===== src/rtl/fetch_unit_pkg.sv =====
// Shared fetch/controller definitions.
// Widths, NOOP encoding and the opcode field of the instruction word.
package fetch_unit_pkg;

   localparam int PC_W    = 7;
   localparam int INSTR_W = 16;

   typedef logic [PC_W-1:0]    pc_t;
   typedef logic [INSTR_W-1:0] instr_t;

   localparam instr_t NOOP = 16'h0000;

   typedef enum logic [3:0] {
      OP_NOOP  = 4'h0,
      OP_LOAD  = 4'h1,
      OP_STORE = 4'h2,
      OP_ADD   = 4'h3,
      OP_SUB   = 4'h4,
      OP_JMP   = 4'h5,
      OP_JZ    = 4'h6,
      OP_HALT  = 4'hF
   } opcode_t;

   function automatic opcode_t op_of(instr_t i);
      return opcode_t'(i[INSTR_W-1:INSTR_W-4]);
   endfunction

endpackage


===== src/rtl/fetch_unit_if.sv =====
// Instruction memory read port.
// Read data is valid the cycle after imem_rd.
interface fetch_unit_if;
   import fetch_unit_pkg::*;

   logic   imem_rd;
   pc_t    imem_addr;
   instr_t imem_rdata;

   modport master (
      output imem_rd,
      output imem_addr,
      input  imem_rdata
   );

   modport slave (
      input  imem_rd,
      input  imem_addr,
      output imem_rdata
   );

endinterface


===== src/rtl/fetch_unit_pc_counter.sv =====
// Program counter with clear, increment and wrap pulse.
// Clear wins over increment and never raises wrap.
module pc_counter
   import fetch_unit_pkg::*;
(
   input  logic clk,
   input  logic reset,
   input  logic clr,
   input  logic up,
   output pc_t  pc,
   output logic wrap
);

   always_ff @(posedge clk) begin
      if (reset) begin
         pc   <= '0;
         wrap <= 1'b0;
      end else begin
         wrap <= 1'b0;
         if (clr) begin
            pc <= '0;
         end else if (up) begin
            pc   <= pc + 1'b1;
            wrap <= (pc == '1);
         end
      end
   end

endmodule


===== src/rtl/fetch_unit.sv =====
// Instruction fetch: PC plus a three-state IDLE/READ/CAPTURE fetch FSM.
// PC_clr mid-fetch aborts; the in-flight read data is dropped.
module fetch_unit
   import fetch_unit_pkg::*;
(
   input  logic          clk,
   input  logic          reset,
   input  logic          PC_clr,
   input  logic          PC_up,
   input  logic          IR_ld,
   fetch_unit_if.master  imem,
   output instr_t        instruction,
   output pc_t           pc,
   output logic          ir_valid,
   output logic          fetch_busy,
   output logic          pc_wrap
);

   typedef enum logic [1:0] {
      IDLE,
      READ,
      CAPTURE
   } state_t;

   state_t state;

   pc_counter u_pc (
      .clk   (clk),
      .reset (reset),
      .clr   (PC_clr),
      .up    (PC_up),
      .pc    (pc),
      .wrap  (pc_wrap)
   );

   always_ff @(posedge clk) begin
      if (reset) begin
         state          <= IDLE;
         imem.imem_rd   <= 1'b0;
         imem.imem_addr <= '0;
         instruction    <= NOOP;
         ir_valid       <= 1'b0;
         fetch_busy     <= 1'b0;
      end else begin
         unique case (state)
            IDLE: begin
               if (IR_ld) begin
                  state          <= READ;
                  imem.imem_addr <= pc;
                  imem.imem_rd   <= 1'b1;
                  ir_valid       <= 1'b0;
                  fetch_busy     <= 1'b1;
               end
            end
            READ: begin
               imem.imem_rd <= 1'b0;
               if (PC_clr) begin
                  state      <= IDLE;
                  ir_valid   <= 1'b0;
                  fetch_busy <= 1'b0;
               end else begin
                  state <= CAPTURE;
               end
            end
            CAPTURE: begin
               state      <= IDLE;
               fetch_busy <= 1'b0;
               // An abort here keeps the old instruction word
               if (PC_clr) begin
                  ir_valid <= 1'b0;
               end else begin
                  instruction <= imem.imem_rdata;
                  ir_valid    <= 1'b1;
               end
            end
            default: begin
               state        <= IDLE;
               imem.imem_rd <= 1'b0;
               fetch_busy   <= 1'b0;
            end
         endcase
      end
   end

endmodule


===== src/flat_wrapper.sv =====
// flat-port wrapper written by rule: the top's interface ports become plain ports
module fetch_unit_flat import fetch_unit_pkg::*;
  (clk, reset, PC_clr, PC_up, IR_ld, instruction, pc, ir_valid, fetch_busy, pc_wrap, imem_imem_rd, imem_imem_addr, imem_imem_rdata);
  fetch_unit_if imem_i ();
  input  logic clk;
  input  logic reset;
  input  logic PC_clr;
  input  logic PC_up;
  input  logic IR_ld;
  output instr_t instruction;
  output pc_t pc;
  output logic ir_valid;
  output logic fetch_busy;
  output logic pc_wrap;
  output wire logic [$bits(imem_i.imem_rd)-1:0] imem_imem_rd;
  output wire logic [$bits(imem_i.imem_addr)-1:0] imem_imem_addr;
  input wire logic [$bits(imem_i.imem_rdata)-1:0] imem_imem_rdata;
  assign imem_imem_rd = imem_i.imem_rd;
  assign imem_imem_addr = imem_i.imem_addr;
  assign imem_i.imem_rdata = imem_imem_rdata;
  fetch_unit u_core (.clk(clk), .reset(reset), .PC_clr(PC_clr), .PC_up(PC_up), .IR_ld(IR_ld), .imem(imem_i), .instruction(instruction), .pc(pc), .ir_valid(ir_valid), .fetch_busy(fetch_busy), .pc_wrap(pc_wrap));
endmodule

===== config.mk =====
export PLATFORM = sky130hd
export DESIGN_NAME = fetch_unit_flat
export DESIGN_NICKNAME = d
export VERILOG_FILES = /design/src/rtl/fetch_unit_pkg.sv /design/src/rtl/fetch_unit_if.sv /design/src/rtl/fetch_unit_pc_counter.sv /design/src/rtl/fetch_unit.sv /design/src/flat_wrapper.sv
export SDC_FILE = /design/constraint.sdc
export NUM_CORES = 1
export LEC_CHECK = 0
export BUFFER_PORTS_ARGS = -buffer_cell sky130_fd_sc_hd__buf_2
export CELL_PAD_IN_SITES_DETAIL_PLACEMENT = 1
export CELL_PAD_IN_SITES_GLOBAL_PLACEMENT = 1
export CORE_ASPECT_RATIO = 0.8
export CORE_MARGIN = 2
export CORE_UTILIZATION = 36
export DETAILED_ROUTE_END_ITERATION = 10
export PLACE_DENSITY_LB_ADDON = 0.25
export SLEW_MARGIN = 20
export SYNTH_ARGS = -nofsm -noshare
export SYNTH_HDL_FRONTEND = slang
export SYNTH_SLANG_ARGS = --single-unit

===== constraint.sdc =====
create_clock -name clk -period 2.8 [get_ports clk]
set_input_delay 0.56 -clock clk [delete_from_list [all_inputs] [get_ports clk]]
set_output_delay 0.56 -clock clk [all_outputs]
set_load 0.1 [all_outputs]

* Yosys cells after proc, flatten, opt, wreduce, memory -nomap -nowiden *
Index checks and enable logic that the tools add are counted.
W data, S select, Z words.

word-level totals
  input bits = 21
  logic and storage cells = 36
  output and inout bits = 34
  flip-flop bits (word level) = 36

cells by class
  bitwise logic cells = 3
  equal/unequal tests = 5
  reduce and logical (&&, ||, !) cells = 9
  $add $sub $neg = 1
  mux-type cells = 10

operators by type and width
  cell                   count
  $reduce_and A2 Y1      4
  $add A7 B1 Y7 const B  1
  $eq A7 B7 Y1 const B   1
  $mux W1                4
  $mux W2                2
  $ne A2 B2 Y1 const B   2
  $pmux W1 S2            2
  $pmux W2 S2            1
  $not A1 Y1             3
  $pmux W1 S3            1
  $reduce_and A3 Y1      1
  $reduce_bool A3 Y1     1
  $reduce_or A3 Y1       1
  $eq A2 B1 Y1 const B   1
  $eq A2 B2 Y1 const B   1
  $logic_not A2 Y1       1
  $reduce_or A2 Y1       1

* Logic depth before layout (Yosys ltp) *
Gate-level depths: netlist of run 1.

  depth in word-level cells = 3
  mapped depth = 6
  gate-level depth less buffers = 4

* Modules after synthesis *
Synthesis of run 1 repeated with hierarchy kept, for this count alone.

unflattened totals
  cell total of the unflattened synthesis = 155
  area, all modules = 1388.8 um^2

modules (own cells, without submodules)
  module      times used  seq. area each (um^2)  area each (um^2)  cells an instance
  fetch_unit  1           560.5                  1046.0            118
  pc_counter  1           160.2                  342.8             37

* Worst setup path before layout of run 1 *
Ideal clock, no wire load.

  kind = register to register
  from = register u_core.u_pc.pc[0]
  to = register u_core.u_pc.pc[6]
  path buffers = 0
  clock period less this slack = 1.826 ns
  stages on the path, launching flop included = 5
  slack = 0.974 ns
  library setup time = 0.073 ns
  arrival = 1.753 ns
  data required time = 2.727 ns
  cell sequence = dfxtp_1 > ha_1 > nand3_1 > nor2_1 > mux2i_1

on the way
  word-level cells in the longest chain between the ends = 1

ends and longest elaborated chain
  element                 RTL line                     text
  from (decl)             fetch_unit_pc_counter.sv:10  output pc_t pc,
  from (signal assigned)  fetch_unit_pc_counter.sv:23  pc <= pc + 1'b1;
  $add A7 B1 Y7           fetch_unit_pc_counter.sv:23

No other way between the ends.
A chain may end at the register's enable or synchronous reset.

* Worst setup path after layout of run 1 *
  from = register u_core.u_pc.pc[2]
  to = output pc[2]

RTL lines
  element    RTL line            text
  to (decl)  flat_wrapper.sv:11  output pc_t pc;

No word-level cell between the ends.

==> results of run 1 <==
==> registers in the layout (all words and copies together) (netlist names) <==
signal,count
u_core.imem.imem_addr,7
u_core.instruction,16
u_core.fetch_busy,1
u_core.state,2
u_core.u_pc.wrap,1
u_core.ir_valid,1
u_core.u_pc.pc,7
u_core.imem.imem_rd,1
==> metal layers <==
layer | vias up | GRT usage [%]
met2 | 33 | 29.61
li1 | 602 | -
met5 | - | 0
met1 | 572 | 20.77
met4 | 0 | 6.349
met3 | 6 | 4.795
==> per-stage QoR <==
step                      area (um^2)  std cells  hold slack (ns)  power, mW
after global placement           1624        239           0.4415     0.6435
after detailed placement         1624        239           0.4491     0.6472
after CTS                        1714        247           0.4582      1.024
after global routing             1714        247           0.4893      1.052
after floorplan                  1354        152           0.5002     0.6191
final                            1714        247           0.4557      1.012
==> placed cells by master, fill, tap and decap left out, drive strengths merged <==
master	count
or3b	1
or3	2
dfxtp	36
nand4	2
nor3b	2
inv	2
buf	55
clkbuf	8
ha	1
o21ai	1
o211ai	1
or2	1
nor4b	1
xnor2	1
a21oi	19
nand3	3
nand2	34
nor2b	1
nor3	3
xor2	3
mux2i	9
a2bb2oi	1
a31oi	1
nand2b	1
nor2	16
==> final timing paths <==
path,to,cells after the start
setup / recovery,pc[2],1
hold / removal,u_core.instruction[12]$_SDFFE_PP0P_,2
setup reg to reg,u_core.instruction[0]$_SDFFE_PP0P_,3
hold reg to reg,u_core.instruction[12]$_SDFFE_PP0P_,2
==> cells by family (layout without fill, tap and decap cells) <==
family / after synthesis / after routing / share of synthesized area [%]
DFF: 36 / 36 / 53.23
muxes: 9 / 9 / 6.655
xor gates and xnor gates: 4 / 4 / 2.588
adders and majority gates: 1 / 1 / 0.9241
and+or+nand+nor: 67 / 67 / 22.55
buffers and inverters: 12 / 65 / 4.990
AOI/OAI and AO/OA: 23 / 23 / 9.057
==> layout make-up <==
type | instances | area, um^2 | area share, %
Sequential cell | 36 | 720.7 | 42.04
Multi-Input combinational cell | 104 | 565.5 | 32.99
Timing Repair Buffer | 55 | 277.8 | 16.20
Clock buffer | 8 | 90.09 | 5.255
Tap cell | 42 | 52.55 | 3.066
Inverter | 2 | 7.507 | 0.4380
==> power breakdown <==
part | internal [mW] | total (mW) | leakage (nW) | switching [mW]
clock | 0.201 | 0.377 | 0.0455 | 0.176
sequential | 0.520 | 0.528 | 0.291 | 0.00782
combinational | 0.0284 | 0.107 | 0.428 | 0.0787
total | 0.749 | 1.01 | 0.764 | 0.263
==> results.md, run 1 <==
* Most area-hungry cell type in the Yosys netlist: dfxtp_1
* Mean Syn Cell Area at ~8.9 um^2
* Fmax at 0.5602 GHz
* Worst path bufs/invs at 1
* Final ANT Viol Nets at 0
* Core ar. at 0.003518 mm^2
* Final HPWL DP at 2458 um
* Max Slew Vio Count at 0
* RSZ-0062 raised after global routing: false
* Grt ovf at 0
* Fraction of layout cells with a size suffix above 1 at 30.73%
* Ports at 55
* Final hold violation count at 0
* Drt wl/cell at 13.61 um
* Worst slew pin tran at approximately 0.62 ns
* Full die area at 0.004270 mm^2
* Clock transition at path regs at 0.07 ns
* FF+latch count, synth at 36
* Wl on met1 at 1513 um
* Post-synth EDFFs at 0
* Power Dens Cells at 590.3 mW/mm^2
* Initial Util at 38.48%
* Syn nets at 174
* Worst vdd ir at 369.4 uV
* Slowest cell on crit path: buf_2
* Type of the tightest min-delay check: register to register
* Kind of critical path: register to output pin
* Leak pwr at 0.7643 nW
* Worst setup EP type: output pin
* Sink Count at 36
* Drt drc at 0
* Synth cell types at 28
* Ant. Diodes at 0
* Outcome: finished, final reports clean
* Clock Skews at 0.004296 ns
* Dpl ws at roughly 1.1 ns
* Vias in the first global route at 1267
* Die width at roughly 73 um
* Sequential area share after synthesis at between 50% and 60%
* CP cell instances: buf_2
* Most frequent cell after synthesis: dfxtp_1
* Post-route setup TNS at 0 ns
* Syn Inst Count at 152
* Top_reg_cell synth: dfxtp_1
* WL met2 at around 1600 um
* Global-route wire length before repair at approximately 5700 um
* Final worst slack at 1.015 ns
* Syn Std Cell Area at 0.001354 mm^2
* Yosys warning total at 0
* Global Route Usage Sum at 17.26%
* Post CTS Setup Buffer Count at 0
* CTS Buf Count at 5
* Final Util at about half
* Startpoint types: register
* Most area-consuming cells after synthesis: dfxtp_1 (53%), nand2_1 (9.4%), a21oi_1 (7.0%)
* CP Launch Point: u_core.u_pc.pc[2]$_SDFFE_PP0P_
* Reg-to-Reg Start: u_core.state[1]$_SDFFE_PP0P_
* R2r setup slk at 1.39 ns
* Clock tree buffer depth at 2
* Worst path arrival time at 1.23 ns
* 1st-iter DRT viols at 31
* Ys async rst share at 0%
* Clock H-tree levels at 2
* Clk root buf: clkbuf_8
* CP Data Required Time at 2.24 ns
* Max-slew headroom at 58.84%
* Initial antenna violation count at 0
* Part of the cycle the worst path needs at 63.76%
* Detailed Routing Iterations Pass 1 at 4
* Routability cong. at 0.6793
* Crit path max fanout at 6
* CTS tree: built
* Area added between synthesis and finish at 26.62%
* Routed WL at 3362 um
* Nets at 226
* CTS resizes at 0
* Fillers at about 450
* Vias at around 1200
* # setup viols final at 0
* CP peak stage delay at between 0.4 and 0.5 ns
* Hold Buf Count CTS at 0
* Highest metal used: met4
* Hold Crit Start: u_core.instruction[12]$_SDFFE_PP0P_
* DR vias/cell at ~4.9
* Met3 routed WL at 190 um
* Clk_lat worst skew at 0.29 ns
* Yosys top cell area share at 53.23%
* Port Buffers at 54
* Max cap viols at 0
* Synth top cells by count: dfxtp_1 (36), nand2_1 (34), a21oi_1 (19), nor2_1 (16), mux2i_1 (9)
* Final min period at 1.785 ns
* CP top delay family: buffers and inverters
* Die Span Y at a little under 60 um
* Largest net degree at the start of global routing at 31
* FP Rows at 19
(Power assumes the default switching activity.)
==> run 2, diff against run 1 <==
--- a/config.mk
+++ b/config.mk
@@ -10,7 +10,7 @@
 export CELL_PAD_IN_SITES_GLOBAL_PLACEMENT = 1
 export CORE_ASPECT_RATIO = 0.8
 export CORE_MARGIN = 2
-export CORE_UTILIZATION = 36
+export CORE_UTILIZATION = 30
 export DETAILED_ROUTE_END_ITERATION = 10
 export PLACE_DENSITY_LB_ADDON = 0.25
 export SLEW_MARGIN = 20
==> constraint.sdc (replaced) <==
create_clock -name clk -period 1.55 [get_ports clk]
set_input_delay 0.31 -clock clk [delete_from_list [all_inputs] [get_ports clk]]
set_output_delay 0.31 -clock clk [all_outputs]
set_load 0.1 [all_outputs]
==> results.md, run 2 (synthesis results as in run 1) <==
* Routability cong. at 0.7580
* R2r setup slk at 0.26 ns
* Final ANT Viol Nets at 0
* Final min period at 1.449 ns
* Die width at 79.11 um
* Hold Buf Count CTS at 0
* Fraction of layout cells with a size suffix above 1 at 34.47%
* Final hold violation count at 0
* Footprint of the multi-input gates at between 500 and 600 um^2
* Full die area at 0.005069 mm^2
* Leak pwr at 0.7748 nW
* Slowest cell on crit path: buf_2
* 1st-iter DRT viols at 58
* Commonest non-fill, non-tap cells in the layout: buf_2 (54), nand2_1 (34), dfxtp_1 (31), a21oi_1 (19), nor2_1 (16)
* Area added between synthesis and finish at 28.84%
* Vias at 1221
* R2r worst-path depth at 4
* Met1 GRT Util at between 10% and 20%
* CP top delay family: buffers and inverters
* Max Slew Vio Count at 0
* Global routing usage on met3 at 5.367%
* Drt wl/cell at 13.67 um
* Initial Util at between 30% and 40%
* Worst path arrival time at 1.14 ns
* Kind of critical path: register to output pin
* Ant. Diodes at 0
* Most common cell after layout, fill and taps aside: buf_2
* CP peak stage delay at 0.45 ns
* DR vias/cell at 4.643
* Type of the tightest min-delay check: primary input to register
* Post CTS Setup Buffer Count at 0
* CTS resizes at 0
* Grt ovf at 0
* CP Data Required Time at 1.24 ns
* Register area at 726.9 um^2
* Outcome: finished, final reports clean
* Nets at 228
* Drt drc at 0
* Max FFs per register at 16
* Biggest register: u_core.instruction
* CTS Buf Count at 5
* Reg-to-Reg Start: u_core.state[0]$_SDFFE_PP0P_
* Hold-critical path endpoint: u_core.instruction[6]$_SDFFE_PP0P_
* Worst vdd ir at roughly 330 uV
* Global Route Usage Sum at roughly 15%
* Clock Skews at 0.006172 ns
* Clock tree buffer depth at 2
* Routing usage on met2 at approximately a quarter
* Final HPWL DP at 2678 um
* Worst setup EP type: output pin
* Core ar. at 0.004257 mm^2
* Startpoint types: register
* Power Dens Cells at approximately 1000 mW/mm^2
* Hold Crit Start: imem_imem_rdata[6]
* CTS tree: built
* Initial antenna violation count at 0
* CP cell instances: buf_2
* Final worst slack at 0.1009 ns
* Largest registers: u_core.instruction: 16 flops, u_core.imem.imem_addr: 7 flops, u_core.u_pc.pc: 7 flops
* Routed WL at 3594 um
* Detailed Routing Iterations Pass 1 at 4
* Port Buffers at 54
* RSZ-0062 raised after global routing: false
* Part of the cycle the worst path needs at 93.49%
* Max-slew headroom at 66.61%
* Worst slew pin tran at 0.5043 ns
* FP Rows at 21
* Post-route setup TNS at 0 ns
* Vias in the first global route at 1206
* Max cap viols at 0
* Fmax at 0.6901 GHz
* Die Span Y at 64.09 um
* Global-route wire length before repair at ~5600 um
* Ports at 55
* Sink Count at 36
* Largest net degree at the start of global routing at 21
* Clock H-tree levels at 2
* Clock transition at path regs at 0.07 ns
* Clk root buf: clkbuf_8
* Critical R2R Capture: u_core.imem.imem_addr[1]$_SDFFE_PP0P_
* Worst path bufs/invs at 1
* Hold path depth at 3
* Fillers at approximately 540
* Dpl ws at approximately 0.099 ns
* # setup viols final at 0
* Busiest grt layer: met2
* Clk_lat worst skew at 0.29 ns
* Crit path max fanout at 5
[run 2: metrics by stage]
step	hold WS (ns)	area, um^2	instances	power, mW	utilization [%]
after detailed placement	0.4506	1664	256	1.174	39.09
after global routing	0.2541	1744	263	1.838	40.98
final	0.2591	1744	263	1.764	40.98
after floorplan	0.4460	1360	152	1.119	-
after CTS	0.2511	1742	263	1.794	40.92
after global placement	0.4422	1664	256	1.167	39.09
[run 2: report_power, final]
| part | leakage, nW | internal, mW | switching, mW |
|---|---|---|---|
| Combinational | 0.440 | 0.0537 | 0.145 |
| Clock | 0.0410 | 0.305 | 0.307 |
| Sequential | 0.294 | 0.939 | 0.0139 |
[run 2: worst max path at each step]
stage / to / startpoint / depth (start not counted)
6_report: pc[5] / u_core.u_pc.pc[5]$_SDFFE_PP0P_ / 1
5_1_grt: pc[5] / u_core.u_pc.pc[5]$_SDFFE_PP0P_ / 1
4_1_cts: pc[5] / u_core.u_pc.pc[5]$_SDFFE_PP0P_ / 1
3_5_place_dp: u_core.instruction[2]$_SDFFE_PP0P_ / PC_clr / 4
3_3_place_gp: u_core.instruction[14]$_SDFFE_PP0P_ / PC_clr / 4
2_1_floorplan: u_core.u_pc.pc[6]$_SDFFE_PP0P_ / u_core.u_pc.pc[5]$_SDFFE_PP0P_ / 3
[run 2: area by class of cell]
type,count,share of cell area (%)
clock inverters,1,0.2869
well taps,57,4.089
clock buffers,6,4.161
multi-input cells,104,32.57
repair buffers,57,16.79
inverters,2,0.4304
flip-flops and latches,36,41.68
[run 2: metal layers]
metal  vias to the layer above  wire length (um)
met1                       578              1592
li1                        604                 -
met4                         0                64
met3                         8               239
met5                         -                 0
met2                        31              1697
==> run 3, diff against run 2 <==
--- a/config.mk
+++ b/config.mk
@@ -6,14 +6,16 @@
 export NUM_CORES = 1
 export LEC_CHECK = 0
 export BUFFER_PORTS_ARGS = -buffer_cell sky130_fd_sc_hd__buf_2
+export CAP_MARGIN = 20
 export CELL_PAD_IN_SITES_DETAIL_PLACEMENT = 1
 export CELL_PAD_IN_SITES_GLOBAL_PLACEMENT = 1
 export CORE_ASPECT_RATIO = 0.8
 export CORE_MARGIN = 2
-export CORE_UTILIZATION = 30
+export CORE_UTILIZATION = 31
 export DETAILED_ROUTE_END_ITERATION = 10
 export PLACE_DENSITY_LB_ADDON = 0.25
 export SLEW_MARGIN = 20
 export SYNTH_ARGS = -nofsm -noshare
 export SYNTH_HDL_FRONTEND = slang
+export SYNTH_HIERARCHICAL = 1
 export SYNTH_SLANG_ARGS = --single-unit
==> results.md, run 3 <==
* Outcome: finished, final reports clean
* Final hold violation count at 0
* CP Data Required Time at between 1 and 1.5 ns
* Mean Syn Cell Area at 8.960 um^2
* CP peak stage delay at 0.45 ns
* Vias in the first global route at approximately 1200
* CP top delay family: buffers and inverters
* Fmax at 0.6917 GHz
* Hold Crit Start: imem_imem_rdata[5]
* Power Dens Cells at 1034 mW/mm^2
* Startpoint types: register
* Hold Buf Count CTS at 0
* Detailed Routing Iterations Pass 1 at 4
* Ports at 55
* DR vias/cell at 4.642
* Vias at 1244
* CTS Buf Count at 5
* Core ar. at around 0.0043 mm^2
* Syn Std Cell Area at 0.001389 mm^2
* Clock tree buffer depth at 2
* Yosys top cell area share at 51.89%
* Final min period at roughly 1.4 ns
* Part of the cycle the worst path needs at 93.28%
* Most area-hungry cell type in the Yosys netlist: dfxtp_1
* Slowest cell on crit path: buf_2
* Synth top cells by count: dfxtp_1 (36), nand2_1 (36), a21oi_1 (20), nor2_1 (14), mux2i_1 (9)
* Post-synth EDFFs at 0
* Post-route setup TNS at 0 ns
* Clock transition at path regs at approximately 0.07 ns
* # setup viols final at 0
* Fraction of layout cells with a size suffix above 1 at a little over a third
* CP cell instances: buf_2
* Routability cong. at between 0.6 and 0.7
* Drt drc at 0
* Hold path depth at 3
* Routed WL at 3553 um
* Critical R2R Capture: u_core/instruction[13]$_SDFFE_PP0P_
* Fillers at 543
* Most area-consuming cells after synthesis: dfxtp_1 (52%), nand2_1 (9.7%), a21oi_1 (7.2%)
* Die Span Y at 63.87 um
* Max cap viols at 0
* Post CTS Setup Buffer Count at 0
* Global-route wire length before repair at approximately 6000 um
* Top_reg_cell synth: dfxtp_1
* Worst path arrival time at roughly 1.1 ns
* Drt wl/cell at around 13 um
* Final HPWL DP at 2627 um
* Initial Util at 32.63%
* Worst slew pin tran at around 0.59 ns
* Worst vdd ir at 372.2 uV
* Grt ovf at 0
* FF+latch count, synth at 36
* Syn Inst Count at between 150 and 200
* Ys async rst share at 0%
* Initial antenna violation count at 0
* Max-slew headroom at 60.69%
* Max FFs per register at 16
* Footprint of the multi-input gates at 583.1 um^2
* Max Slew Vio Count at 0
* Largest net degree at the start of global routing at 22
* Sequential area share after synthesis at 51.89%
* Most common cell after layout, fill and taps aside: buf_2
* RSZ-0062 raised after global routing: false
* Area added between synthesis and finish at 29.37%
* Clk_lat worst skew at 0.28 ns
* Nets at ~230
* Worst setup EP type: output pin
* Type of the tightest min-delay check: primary input to register
* Commonest non-fill, non-tap cells in the layout: buf_2 (54), nand2_1 (36), dfxtp_1 (31), a21oi_1 (20), nor2_1 (14)
* Clock Skews at 0.009305 ns
* Yosys warning total at 6
* Hold-critical path endpoint: u_core/instruction[5]$_SDFFE_PP0P_
* Full die area at 0.005035 mm^2
* Syn nets at around 180
* FP Rows at 21
* R2r worst-path depth at 3
* Biggest register: u_core/instruction
* Die width at 78.84 um
* Register area at roughly 730 um^2
* Synth cell types at 28
* CTS tree: built
* Final ANT Viol Nets at 0
* Worst path bufs/invs at 1
* Crit path max fanout at 5
* Largest registers: u_core/instruction: 16 flops, u_core/imem.imem_addr: 7 flops, u_core/u_pc/pc: 7 flops
* Sink Count at 36
* Reg-to-Reg Start: u_core/state[1]$_SDFFE_PP0P_
* 1st-iter DRT viols at 31
* CTS resizes at 0
* Ant. Diodes at 0
* Global Route Usage Sum at 15.17%
* Kind of critical path: register to output pin
* Clock H-tree levels at 2
* Final Non-Filler Cells at 268
* Port Buffers at 54
* Leak pwr at 0.8045 nW
* R2r setup slk at about 0.22 ns
* Clk root buf: clkbuf_8
* DP Cell Count at 261
## run 3: changes by cell type in the layout (fill, tap and decap cells not counted), moves of 2 or more
cell	before	now
buf_4	3	6
clkbuf_8	5	7
nand2_1	34	36
nor2_1	16	14
nor3b_1	1	3
## run 3: worst max-delay path by stage
stage	start	to	slack [ns]	cells past startpoint
after floorplan	u_core/u_pc/pc[5]$_SDFFE_PP0P_	u_core/u_pc/pc[6]$_SDFFE_PP0P_	0.007	3
after global placement	PC_clr	u_core/instruction[14]$_SDFFE_PP0P_	0.19	4
after detailed placement	PC_clr	u_core/instruction[13]$_SDFFE_PP0P_	0.14	4
after CTS	u_core/u_pc/pc[5]$_SDFFE_PP0P_	pc[5]	0.09	1
after global routing	u_core/u_pc/pc[5]$_SDFFE_PP0P_	pc[5]	0.04	1
final	u_core/u_pc/pc[5]$_SDFFE_PP0P_	pc[5]	0.10	1
## run 3: logic make-up (layout without fill, tap and decap cells)
group,after synthesis,in the layout,share of synthesized area [%]
XOR/XNOR,4,4,2.523
multiplexers,9,9,6.487
adder cells (fa/ha/maj),1,1,0.9008
buffers and inverters,12,68,6.125
flip-flops,36,36,51.89
AO/OA/AOI/OAI,22,22,7.928
AND/OR/NAND/NOR,71,71,24.14
## run 3: cell type report
class | instances | area share, %
sequential | 36 | 40.46
timing repair buffer | 60 | 17.55
tap | 57 | 3.969
multi-input combinational | 107 | 32.45
clock buffer | 7 | 5.362
inverter | 1 | 0.2089
## run 3: power breakdown
group / internal (mW) / switching (mW)
logic: 0.0572 / 0.145
registers: 0.939 / 0.00890
clock network: 0.396 / 0.313
total: 1.39 / 0.467
## run 3: routing by layer
| metal | global-route usage [%] | share of wire [%] | vias up |
|---|---|---|---|
| li1 | - | - | 616 |
| met1 | 19.70 | 46 | 594 |
| met2 | 24.79 | 48 | 30 |
| met3 | 4.096 | 5.1 | 4 |
| met4 | 4.526 | 0.76 | 0 |
| met5 | 0 | 0 | - |
## run 3: per-stage QoR
stage               hold WS [ns]  utilization [%]  setup slack, ns  power [mW]  area [um^2]
finish                    0.2682            42.21           0.1042       1.858         1797
CTS                       0.2596            42.21          0.09358       1.884         1797
global placement          0.4436            39.95           0.1874       1.167         1700
global route              0.2644            42.21          0.04144       1.936         1797
floorplan                 0.4460                -         0.007298       1.117         1395
detailed placement        0.4496            39.95           0.1420       1.173         1700
